`config.mk`:
```
export PLATFORM = sky130hd
export DESIGN_NAME = uart_tx_frame_serializer_flat
export DESIGN_NICKNAME = d
export VERILOG_FILES = /design/src/rtl/uart_tx_frame_serializer_if.sv /design/src/rtl/uart_tx_frame_serializer.sv /design/src/flat_wrapper.sv
export SDC_FILE = /design/constraint.sdc
export NUM_CORES = 1
export LEC_CHECK = 0
export CAP_MARGIN = 0
export CORE_UTILIZATION = 47
export DETAILED_ROUTE_END_ITERATION = 10
export GPL_TIMING_DRIVEN = 0
export HOLD_SLACK_MARGIN = 0.05
export PLACE_DENSITY_LB_ADDON = 0.08
export SETUP_SLACK_MARGIN = 0.2
export SLEW_MARGIN = 20
export SYNTH_ARGS = -nofsm -noshare
export SYNTH_HDL_FRONTEND = slang
export SYNTH_SLANG_ARGS = --single-unit
```
`constraint.sdc`:
```
create_clock -name reg_clk -period 2 [get_ports reg_clk]
set_input_delay 0.3 -clock reg_clk [delete_from_list [all_inputs] [get_ports reg_clk]]
set_output_delay 0.3 -clock reg_clk [all_outputs]
set_load 0.01 [all_outputs]
```
`src/rtl/uart_tx_frame_serializer_if.sv`:
```
// Word handshake and per-frame line settings
// between the TX FIFO and the serializer.
interface uart_tx_frame_serializer_if #(
  parameter int DATA_W = 8
);
  logic [DATA_W-1:0] in_data;
  logic              in_valid;
  logic              in_ready;
  logic [1:0]        par_mode;
  logic              stop2;

  modport master (
    output in_data,
    output in_valid,
    output par_mode,
    output stop2,
    input  in_ready
  );

  modport slave (
    input  in_data,
    input  in_valid,
    input  par_mode,
    input  stop2,
    output in_ready
  );
endinterface

```
`src/rtl/uart_tx_frame_serializer.sv`:
```
// UART TX serializer: start, LSB-first data,
// optional parity, 1 or 2 stop bits.
module uart_tx_frame_serializer #(
  parameter int DATA_W       = 8,
  parameter int CLKS_PER_BIT = 16,
  parameter int CNT_W        = 16
) (
  input  logic reg_clk,
  input  logic reg_rst,
  uart_tx_frame_serializer_if.slave s_if,
  output logic serial_out,
  output logic busy,
  output logic frame_done
);

  localparam int IDX_W = $clog2(DATA_W);

  typedef enum logic [2:0] {
    S_IDLE,
    S_START,
    S_DATA,
    S_PARITY,
    S_STOP
  } state_t;

  state_t             r_state;
  state_t             w_state_nx;
  logic [CNT_W-1:0]   r_cnt;
  logic [CNT_W-1:0]   w_cnt_nx;
  logic [IDX_W-1:0]   r_idx;
  logic [IDX_W-1:0]   w_idx_nx;
  logic [DATA_W-1:0]  r_shift;
  logic [DATA_W-1:0]  w_shift_nx;
  logic               r_par;
  logic               w_par_ld;
  logic               r_has_par;
  logic               r_stop2;
  logic               r_stop;
  logic               w_stop_nx;
  logic               r_tx;
  logic               w_tx_nx;
  logic               r_done;
  logic               w_done_nx;
  logic               w_load;
  logic               w_wrap;

  assign w_wrap = (r_cnt == CNT_W'(CLKS_PER_BIT - 1));

  // Parity value captured alongside the word
  always_comb begin
    w_par_ld = 1'b0;
    unique case (s_if.par_mode)
      2'b01:   w_par_ld = ^s_if.in_data;
      2'b10:   w_par_ld = ~(^s_if.in_data);
      2'b11:   w_par_ld = 1'b1;
      default: w_par_ld = 1'b0;
    endcase
  end

  // Next state, bit timing and next line level
  always_comb begin
    w_state_nx = r_state;
    w_cnt_nx   = r_cnt;
    w_idx_nx   = r_idx;
    w_shift_nx = r_shift;
    w_stop_nx  = r_stop;
    w_tx_nx    = r_tx;
    w_done_nx  = 1'b0;
    w_load     = 1'b0;
    if (r_state != S_IDLE) begin
      w_cnt_nx = w_wrap ? '0 : r_cnt + CNT_W'(1);
    end
    unique case (r_state)
      S_IDLE: begin
        w_tx_nx = 1'b1;
        if (s_if.in_valid) begin
          w_load     = 1'b1;
          w_state_nx = S_START;
          w_cnt_nx   = '0;
          w_tx_nx    = 1'b0;
        end
      end
      S_START: begin
        if (w_wrap) begin
          w_state_nx = S_DATA;
          w_idx_nx   = '0;
          w_tx_nx    = r_shift[0];
        end
      end
      S_DATA: begin
        if (w_wrap) begin
          if (r_idx == IDX_W'(DATA_W - 1)) begin
            w_stop_nx = 1'b0;
            if (r_has_par) begin
              w_state_nx = S_PARITY;
              w_tx_nx    = r_par;
            end else begin
              w_state_nx = S_STOP;
              w_tx_nx    = 1'b1;
            end
          end else begin
            w_idx_nx   = r_idx + IDX_W'(1);
            w_shift_nx = r_shift >> 1;
            w_tx_nx    = r_shift[1];
          end
        end
      end
      S_PARITY: begin
        if (w_wrap) begin
          w_state_nx = S_STOP;
          w_stop_nx  = 1'b0;
          w_tx_nx    = 1'b1;
        end
      end
      S_STOP: begin
        if (w_wrap) begin
          if (r_stop2 && !r_stop) begin
            w_stop_nx = 1'b1;
          end else begin
            w_state_nx = S_IDLE;
            w_done_nx  = 1'b1;
          end
          w_tx_nx = 1'b1;
        end
      end
      default: begin
        w_state_nx = S_IDLE;
        w_tx_nx    = 1'b1;
      end
    endcase
  end

  // FSM state register
  always_ff @(posedge reg_clk or posedge reg_rst) begin
    if (reg_rst) r_state <= S_IDLE;
    else         r_state <= w_state_nx;
  end

  // Datapath and shadow registers
  always_ff @(posedge reg_clk or posedge reg_rst) begin
    if (reg_rst) begin
      r_cnt     <= '0;
      r_idx     <= '0;
      r_shift   <= '0;
      r_par     <= 1'b0;
      r_has_par <= 1'b0;
      r_stop2   <= 1'b0;
      r_stop    <= 1'b0;
      r_tx      <= 1'b1;
      r_done    <= 1'b0;
    end else begin
      r_cnt   <= w_cnt_nx;
      r_idx   <= w_idx_nx;
      r_stop  <= w_stop_nx;
      r_tx    <= w_tx_nx;
      r_done  <= w_done_nx;
      if (w_load) begin
        r_shift   <= s_if.in_data;
        r_par     <= w_par_ld;
        r_has_par <= (s_if.par_mode != 2'b00);
        r_stop2   <= s_if.stop2;
      end else begin
        r_shift <= w_shift_nx;
      end
    end
  end

  assign s_if.in_ready = (r_state == S_IDLE);
  assign busy          = (r_state != S_IDLE);
  assign serial_out    = r_tx;
  assign frame_done    = r_done;

endmodule

```
`src/flat_wrapper.sv`:
```
// flat-port wrapper written by rule: the top's interface ports become plain ports
module uart_tx_frame_serializer_flat 
#(
  parameter int DATA_W       = 8,
  parameter int CLKS_PER_BIT = 16,
  parameter int CNT_W        = 16
)
  (reg_clk, reg_rst, serial_out, busy, frame_done, s_if_in_data, s_if_in_valid, s_if_par_mode, s_if_stop2, s_if_in_ready);
  uart_tx_frame_serializer_if #(.DATA_W(DATA_W)) s_if_i ();
  input  logic reg_clk;
  input  logic reg_rst;
  output logic serial_out;
  output logic busy;
  output logic frame_done;
  input wire logic [$bits(s_if_i.in_data)-1:0] s_if_in_data;
  input wire logic [$bits(s_if_i.in_valid)-1:0] s_if_in_valid;
  input wire logic [$bits(s_if_i.par_mode)-1:0] s_if_par_mode;
  input wire logic [$bits(s_if_i.stop2)-1:0] s_if_stop2;
  output wire logic [$bits(s_if_i.in_ready)-1:0] s_if_in_ready;
  assign s_if_i.in_data = s_if_in_data;
  assign s_if_i.in_valid = s_if_in_valid;
  assign s_if_i.par_mode = s_if_par_mode;
  assign s_if_i.stop2 = s_if_stop2;
  assign s_if_in_ready = s_if_i.in_ready;
  uart_tx_frame_serializer #(.DATA_W(DATA_W), .CLKS_PER_BIT(CLKS_PER_BIT), .CNT_W(CNT_W)) u_core (.reg_clk(reg_clk), .reg_rst(reg_rst), .s_if(s_if_i), .serial_out(serial_out), .busy(busy), .frame_done(frame_done));
endmodule
```
# Yosys cells after proc, flatten, opt, wreduce, memory -nomap -nowiden
# Cells that the tools add are included.
# word_totals
wordCells,89
regBits,36
in_bits,14
output_inout_bits,4
# classes
eq_ne,20
bitwise_logic,1
muxes,40
addsub,2
n_reduce_logical,16
# op_table
op,n
$mux 16,4
$mux 3,11
$mux 8,4
$add 16x1->16 const B,1
$eq 16x4->1 const B,1
$mux 1,16
$ne 2x1->1 const B,8
$pmux 3 s5,1
$reduce_bool 2->1,4
$reduce_xor 8->1,1
$reduce_and 7->1,1
$eq 3x2->1 const B,2
$eq 3x3->1 const B,2
$ne 2x2->1 const B,3
$pmux 1 s3,2
$pmux 3 s2,1
$reduce_and 3->1,2
$reduce_and 6->1,1
$reduce_bool 3->1,2
$eq 2x2->1 const B,2
$pmux 1 s4,1
$reduce_and 4->1,1
$add 3x1->3 const B,1
$eq 3x1->1 const B,1
other kinds (6),6

# Depth between registers and ports, before layout
# logic_depth
word_depth,5
mapped_depth,9
ltp_nobuf,7

# Least setup slack after synthesis
# Ideal clock, no wire load.
# synth_path
path_type,reg-to-reg
startpoint,reg u_core.r_cnt[0]
endpoint,reg u_core.r_cnt[11]
t_arrival_ns,1.660
path_stages_with_launch,10
path_slack_ns,0.258
n_path_buf,3
setup_ns,0.082
required_ns,1.918
synth_period_minus_slack_ns,1.742
cell_sequence,dfrtp_1 ha_1 and3_1 buf_2 and4_1 buf_6 nor2_8 buf_4 o21ai_0 a31oi_1
# synth_via
elab_chain_cells,5
word_cells_on_any_way,6
cone_classes,1 x add/sub; 1 x eq/ne; 4 x mux
# synth_lines
item,line,source
"start, declared",uart_tx_frame_serializer.sv:28,logic [CNT_W-1:0] r_cnt;
"start signal, assigned",uart_tx_frame_serializer.sv:152,r_cnt <= w_cnt_nx;
$add 16x1->16 or $eq 16x4->1 (tied branches),"uart_tx_frame_serializer.sv:71, uart_tx_frame_serializer.sv:47",
$mux 16 (*),uart_tx_frame_serializer.sv:71,w_cnt_nx = w_wrap ? '0 : r_cnt + CNT_W'(1);
$mux 16 (*),uart_tx_frame_serializer.sv:70,if (r_state != S_IDLE) begin
$mux 16,uart_tx_frame_serializer.sv:76,if (s_if.in_valid) begin
$mux 16 (*),uart_tx_frame_serializer.sv:73,unique case (r_state)
named net u_core.w_cnt_nx[11],uart_tx_frame_serializer.sv:29,logic [CNT_W-1:0] w_cnt_nx;
# The timed path passes the listed nets; every way through them passes the cells marked *.
# A chain may end at the register's enable or synchronous reset.

# Worst setup path after layout
# layout_path
startpoint,reg u_core.r_cnt[9]
endpoint,reg u_core.r_idx[1]
# layout_via
elab_chain_cells,3
word_cells_on_any_way,4
cone_classes,3 x eq/ne; 1 x reduce/logical
# layout_lines
item,line,source
$eq 16x4->1 (*),uart_tx_frame_serializer.sv:47,assign w_wrap = (r_cnt == CNT_W'(CLKS_PER_BIT - 1));
$ne 2x1->1 (no line),n/a,
$reduce_and 4->1 (no line) (*),n/a,
"end signal, assigned",uart_tx_frame_serializer.sv:153,r_idx <= w_idx_nx;
"end, declared",uart_tx_frame_serializer.sv:30,logic [IDX_W-1:0] r_idx;
# Every way passes the cells marked *; elsewhere a longest branch is shown, timed or not.

==> impl_metrics.ini <==
[outcome]
status = completed

[route]
ant_nets = 0
drt_first_pass_iters = 4
drc = 0
drt-total-wl_mm = 4.521
wire_per_inst_um = 14.49
num_vias = 1766
viasPerCell = 5.660
drt_iter0_drc = 145

[logic_synthesis]
yosysWarningCount = 0
synth-seq-cells = 36
ys_seq_area_share_pct = 45.29
syn-num-nets = 239
yosys-top-cells-area = dfrtp_1, nand2_1, o21ai_0
synth_ff_type = dfrtp_1
syn_inst = 222
synth_top_area_share_pct = 43.97
netlist_area_mm2 = 0.001992
synth_area_leader_cell = dfrtp_1
synth.most_common_cell = dfrtp_1
synth_enable_flop_cells = 0
synthArstFlopShare_pct = 100.0
synth_area_per_cell_um2 = 8.973
synthTopCellsByCount = dfrtp_1, nand2_1, o21ai_0
ys_types = 40

[power]
swShare_pct = 21.15
p_comb_share_pct = 6.3
vdd_drop_max_mv = 0.3814
p_clk_share_pct = 39.4
p_sw_mw = 0.2832
power.total_mw = 1.339
power_density_mw_per_mm2 = 523.4
leakage_nw = 1.093
seqPwrFrac_pct = 54.4
p_int_mw = 1.056

[clocking]
cts.clk_slew.worst_paths_ns = 0.07
cts_buffers = 5
cts_root_buf = clkbuf_8
clockBufferDepth = 2
clk_latency_ns = 0.28
numClockSinks = 36
hold_buffers = 0
htree_levels = 2
cts_tree = done

[setup_path]
end_kind = register
required_ns = 2.18
crit_arrival_ns = 1.93
path_max_fanout = 10
cp-start-kind = register
critPathLaunch = u_core.r_cnt[9]
critical_path_class = reg2reg
r2r-start = u_core.r_cnt[9]

[timing]
period_share_pct = 87.51
grt_setup_unrepaired = true
slew_headroom_pct = 68.96
period_minus_slack_ns = 1.750
setup_tns_ns = 0
drv_slew = 0
clock.fmax_mhz = 571.4
hold_violations = 0
setup_viol = 0
tightest_slew_ns = 0.4656
fin_skew_ns = 0.005833

[global_route]
grtUsageTotal_pct = 22.09
grt_pass1_wl_mm = 7.355
grt_max_degree = 28
grt-ovfl-total = 0
grt_pass1_vias = 1528
antenna_found_initial = 0

[placed_design]
dpl.hpwl_mm = 3.032
gp_congestion = 0.7806
numPortBuffers = 17

[finish]
diodes = 0
drive_gt1_share_pct = 21.76
syn2layout_area_growth_pct = 28.45
multiInputGateArea_mm2 = 0.001044
seq_area_um2 = 908.4
nets = 278
fill_cells = 366

[worst_hold_path]
hp-class = in2async

[die]
die_x_um = 67.10
rows = 23
initial_core_util_pct = 49.44
die_area_mm2 = 0.004502
io_pins = 18
coreArea_mm2 = 0.004029
die_h_um = 67.10

[run]
cap_violations = 0
-- what timing repair did --
item | in CTS | in global routing
gates cloned | 1 | 0
pin swaps | 2 | 8
setup endpoints to repair | 28 | 36
resized for setup | 13 | 29
buffers inserted | 7 | 6
-- critical path, stage by stage, from the launching register on --
cell,delay [ns]
dfrtp_2,0.45
nor4_4,0.32
and4_1,0.24
buf_6,0.15
buf_4,0.18
nand3_1,0.12
nand3_1,0.13
nand2_1,0.05
-- layer usage --
| layer | part of all wire, % | up-vias | track usage (%) |
|---|---|---|---|
| met1 | 51 | 836 | 32.87 |
| met2 | 44 | 47 | 31.13 |
| met3 | 3.4 | 6 | 4.110 |
| li1 | - | 877 | - |
| met4 | 1.5 | 0 | 8.777 |
| met5 | 0 | - | 0 |
-- logic make-up after synthesis --
kind of cell    count (synthesis)  synth area share (%)
fa+ha+maj                       3                 1.885
buf+inv                        22                 5.716
simple gates                   81                 21.29
xor+xnor                        7                 3.078
flops                          36                 45.29
mux                             8                 4.020
compound gates                 65                 18.72
-- per-stage QoR --
stage	hold WS (ns)	util, %	instances	instance area [µm²]	setup slack (ns)
6_report	0.2611	63.51	312	2559	0.2498
5_1_grt	0.2832	63.51	312	2559	0.1420
4_1_cts	0.2534	60.22	306	2426	0.2017
3_5_place_dp	0.4749	55.71	290	2245	0.02901
3_3_place_gp	0.4743	55.22	289	2225	0.03483
2_1_floorplan	0.4168	-	222	1992	0.2576
-- registers in the layout, indices dropped and copies added, names as in the netlist --
| name | cells |
|---|---|
| u_core.serial_out | 1 |
| u_core.r_stop | 1 |
| u_core.r_cnt | 16 |
| u_core.r_state | 3 |
| u_core.r_par | 1 |
| u_core.r_shift | 8 |
| u_core.r_stop2 | 1 |
| u_core.frame_done | 1 |
| u_core.r_has_par | 1 |
| u_core.r_idx | 3 |
-- area by class of cell --
cell class                      instances  share of cell area [%]
Sequential cell                        36                   35.50
Timing Repair Buffer                   32                   11.74
Tap cell                               50                   2.445
Clock buffer                            8                   3.521
Inverter                                8                   1.271
Multi-Input combinational cell        164                   40.78
Buffer                                 14                   4.743
-- cells in the final DEF, fill, tap and decap left out, types with 2 or more instances in the layout --
cell type        count
nor2_1              15
nand3_1             11
buf_4               14
a21o_1               4
nand2b_1             3
clkbuf_1             4
inv_1                6
clkdlybuf4s50_1     15
nand4_1              5
o21ai_0             17
dfrtp_1             30
clkbuf_8             6
nor4_1               3
o21ai_1             12
a21oi_1             12
nor4_2               2
buf_6                6
dfrtp_2              5
nand2_1             24
nor4_4               2
buf_2                3
buf_8                2
xnor2_1              7
or3_1                4
o211ai_1             2
a21oi_2              2
mux2i_1              8
a31oi_1             10
ha_1                 2
-- power by group through the flow --
stage	combinational, mW	clock, mW	sequential, mW
6_report	0.0842	0.527	0.728
5_1_grt	0.0928	0.574	0.727
4_1_cts	0.0858	0.547	0.728
3_5_place_dp	0.0856	0	0.742
3_3_place_gp	0.0801	0	0.742
2_1_floorplan	0.0422	0	0.742
-- worst paths after layout --
| path | to | slack (ns) | cells after the start |
|---|---|---|---|
| min in group reg_clk | u_core.r_idx[0] | 0.49 | 1 |
| setup reg to reg | u_core.r_idx[1] | 0.25 | 7 |
| max in group asynchronous | u_core.serial_out | 1.25 | 3 |
| hold reg to reg | u_core.r_idx[0] | 0.49 | 1 |
| hold / removal | u_core.r_cnt[2] | 0.26 | 2 |
| setup / recovery | u_core.r_idx[1] | 0.25 | 7 |
(Power assumes the default switching activity.)
==> RTL edit, RTL diff (same settings) <==
`DATA_W` is set to 8 in 3 places; all go to 16.
--- a/src/rtl/uart_tx_frame_serializer_if.sv
+++ b/src/rtl/uart_tx_frame_serializer_if.sv
@@ -1,7 +1,7 @@
 // Word handshake and per-frame line settings
 // between the TX FIFO and the serializer.
 interface uart_tx_frame_serializer_if #(
-  parameter int DATA_W = 8
+  parameter int DATA_W = 16
 );
   logic [DATA_W-1:0] in_data;
   logic              in_valid;
--- a/src/rtl/uart_tx_frame_serializer.sv
+++ b/src/rtl/uart_tx_frame_serializer.sv
@@ -1,7 +1,7 @@
 // UART TX serializer: start, LSB-first data,
 // optional parity, 1 or 2 stop bits.
 module uart_tx_frame_serializer #(
-  parameter int DATA_W       = 8,
+  parameter int DATA_W       = 16,
   parameter int CLKS_PER_BIT = 16,
   parameter int CNT_W        = 16
 ) (
--- a/src/flat_wrapper.sv
+++ b/src/flat_wrapper.sv
@@ -1,7 +1,7 @@
 // flat-port wrapper written by rule: the top's interface ports become plain ports
 module uart_tx_frame_serializer_flat 
 #(
-  parameter int DATA_W       = 8,
+  parameter int DATA_W       = 16,
   parameter int CLKS_PER_BIT = 16,
   parameter int CNT_W        = 16
 )
Ports: changed (resized s_if_in_data); port bits go from 18 to 26. The function was not compared with the original's and may differ.
==> RTL edit against the original RTL <==
Critical endpoint is now u_core.r_cnt[6]. Cell count increased by 27%. Sequential cell count increased by 9. Count of clock-buffer cells in the layout decreased by 1. Wire length increased by 26%. Final area increased by 29%. Synthesized area increased by 25%. Hold slack got worse by 9.3 ps. Largest cell class unchanged. Global-route usage increased by 0.39 points. Largest power group unchanged. Clock skew increased by 1.4 ps. Total power increased by 26%. Worst setup slack got worse by 150 ps. Via count increased by 19%.
==> RTL edit: results (changes against the original RTL) <==
status completed (unchanged); Clock net power 624 uW (was 527 uW); Worst Reg2Reg Path Length in Cells 9 (was 7); fraction of layout cells with a size suffix above 1 23.5% (was 21.8%); worst reg2reg path endpoint u_core.r_cnt[6] (was u_core.r_idx[1]); Filler cells 428 (was 366); largest registers u_core.r_cnt: 16 flops, u_core.r_shift: 16 flops, u_core.r_idx: 4 flops (was u_core.r_cnt: 16 flops, u_core.r_shift: 8 flops); Commonest cells post-synth dfrtp_1, nand2_1, o21ai_0 (unchanged); xor and xnor area share after synthesis 6.69% (was 3.08%); Clk pwr share 36.9% (was 39.4%); Post-Syn Nets 294 (was 239); static leakage 0.00134 uW (was 0.00109 uW); hpwl dp 3.70 mm (was 3.03 mm); Initial DRC Count 175 (was 145); GPL Wtd Cong 0.802 (was 0.781); sum of routed wire segments on met1 2.55 mm (was 2.29 mm); post-placement cell area 0.00284 mm2 (was 0.00224 mm2); critical path endpoint u_core.r_cnt[6] (was u_core.r_idx[1]); dominant cells by area after synthesis dfrtp_1, mux2i_1, nand2_1 (was dfrtp_1, nand2_1, o21ai_0); Hold WS 252 ps (was 261 ps); met3 GRT Util 6.29% (was 4.11%); clock slew seen by the registers of the worst setup and hold paths 90 ps (was 70 ps); mux cell area share after synthesis 8.15% (was 4.02%); met3 WL post-DR 203 um (was 154 um); GR Util All Layers 22.5% (was 22.1%); Worst-Margin Slew 361 ps (was 466 ps); metal2 WL 2.81 mm (was 2.01 mm); worst-path fanout max 7 (was 10); pre-CTS WS -46.1 ps (was 29.0 ps); Worst R2R Start u_core.r_cnt[10] (was u_core.r_cnt[9])
RTL edit: cell types whose count changed after synthesis, moves of 4 or more:
cell     delta
nand2_1    +16
mux2i_1    +10
o21ai_0    +10
dfrtp_1     +9
nor2_1      +7
xnor2_1     +6
xor2_1      +6
a31oi_1     -5
nor4_1      -5
nor3_1      +4
RTL edit: cell type report:
type / instances / area (um2) / area share, %
clock inverters: 1 / 5.00 / 0.151
plain buffers: 14 / 138 / 4.16
multi-input cells: 206 / 1350 / 40.8
repair buffers: 49 / 474 / 14.3
flip-flops and latches: 45 / 1140 / 34.3
clock buffers: 7 / 96.3 / 2.91
inverters: 5 / 21.3 / 0.642
well taps: 70 / 87.6 / 2.64
RTL edit: timing repair:
item | 4_1_cts | 5_1_grt
buffers inserted | 12 | 11
setup endpoints to repair | 44 | 43
resized for setup | 42 | 29
hold buffers | 0 | 0
pin swaps | 6 | 4
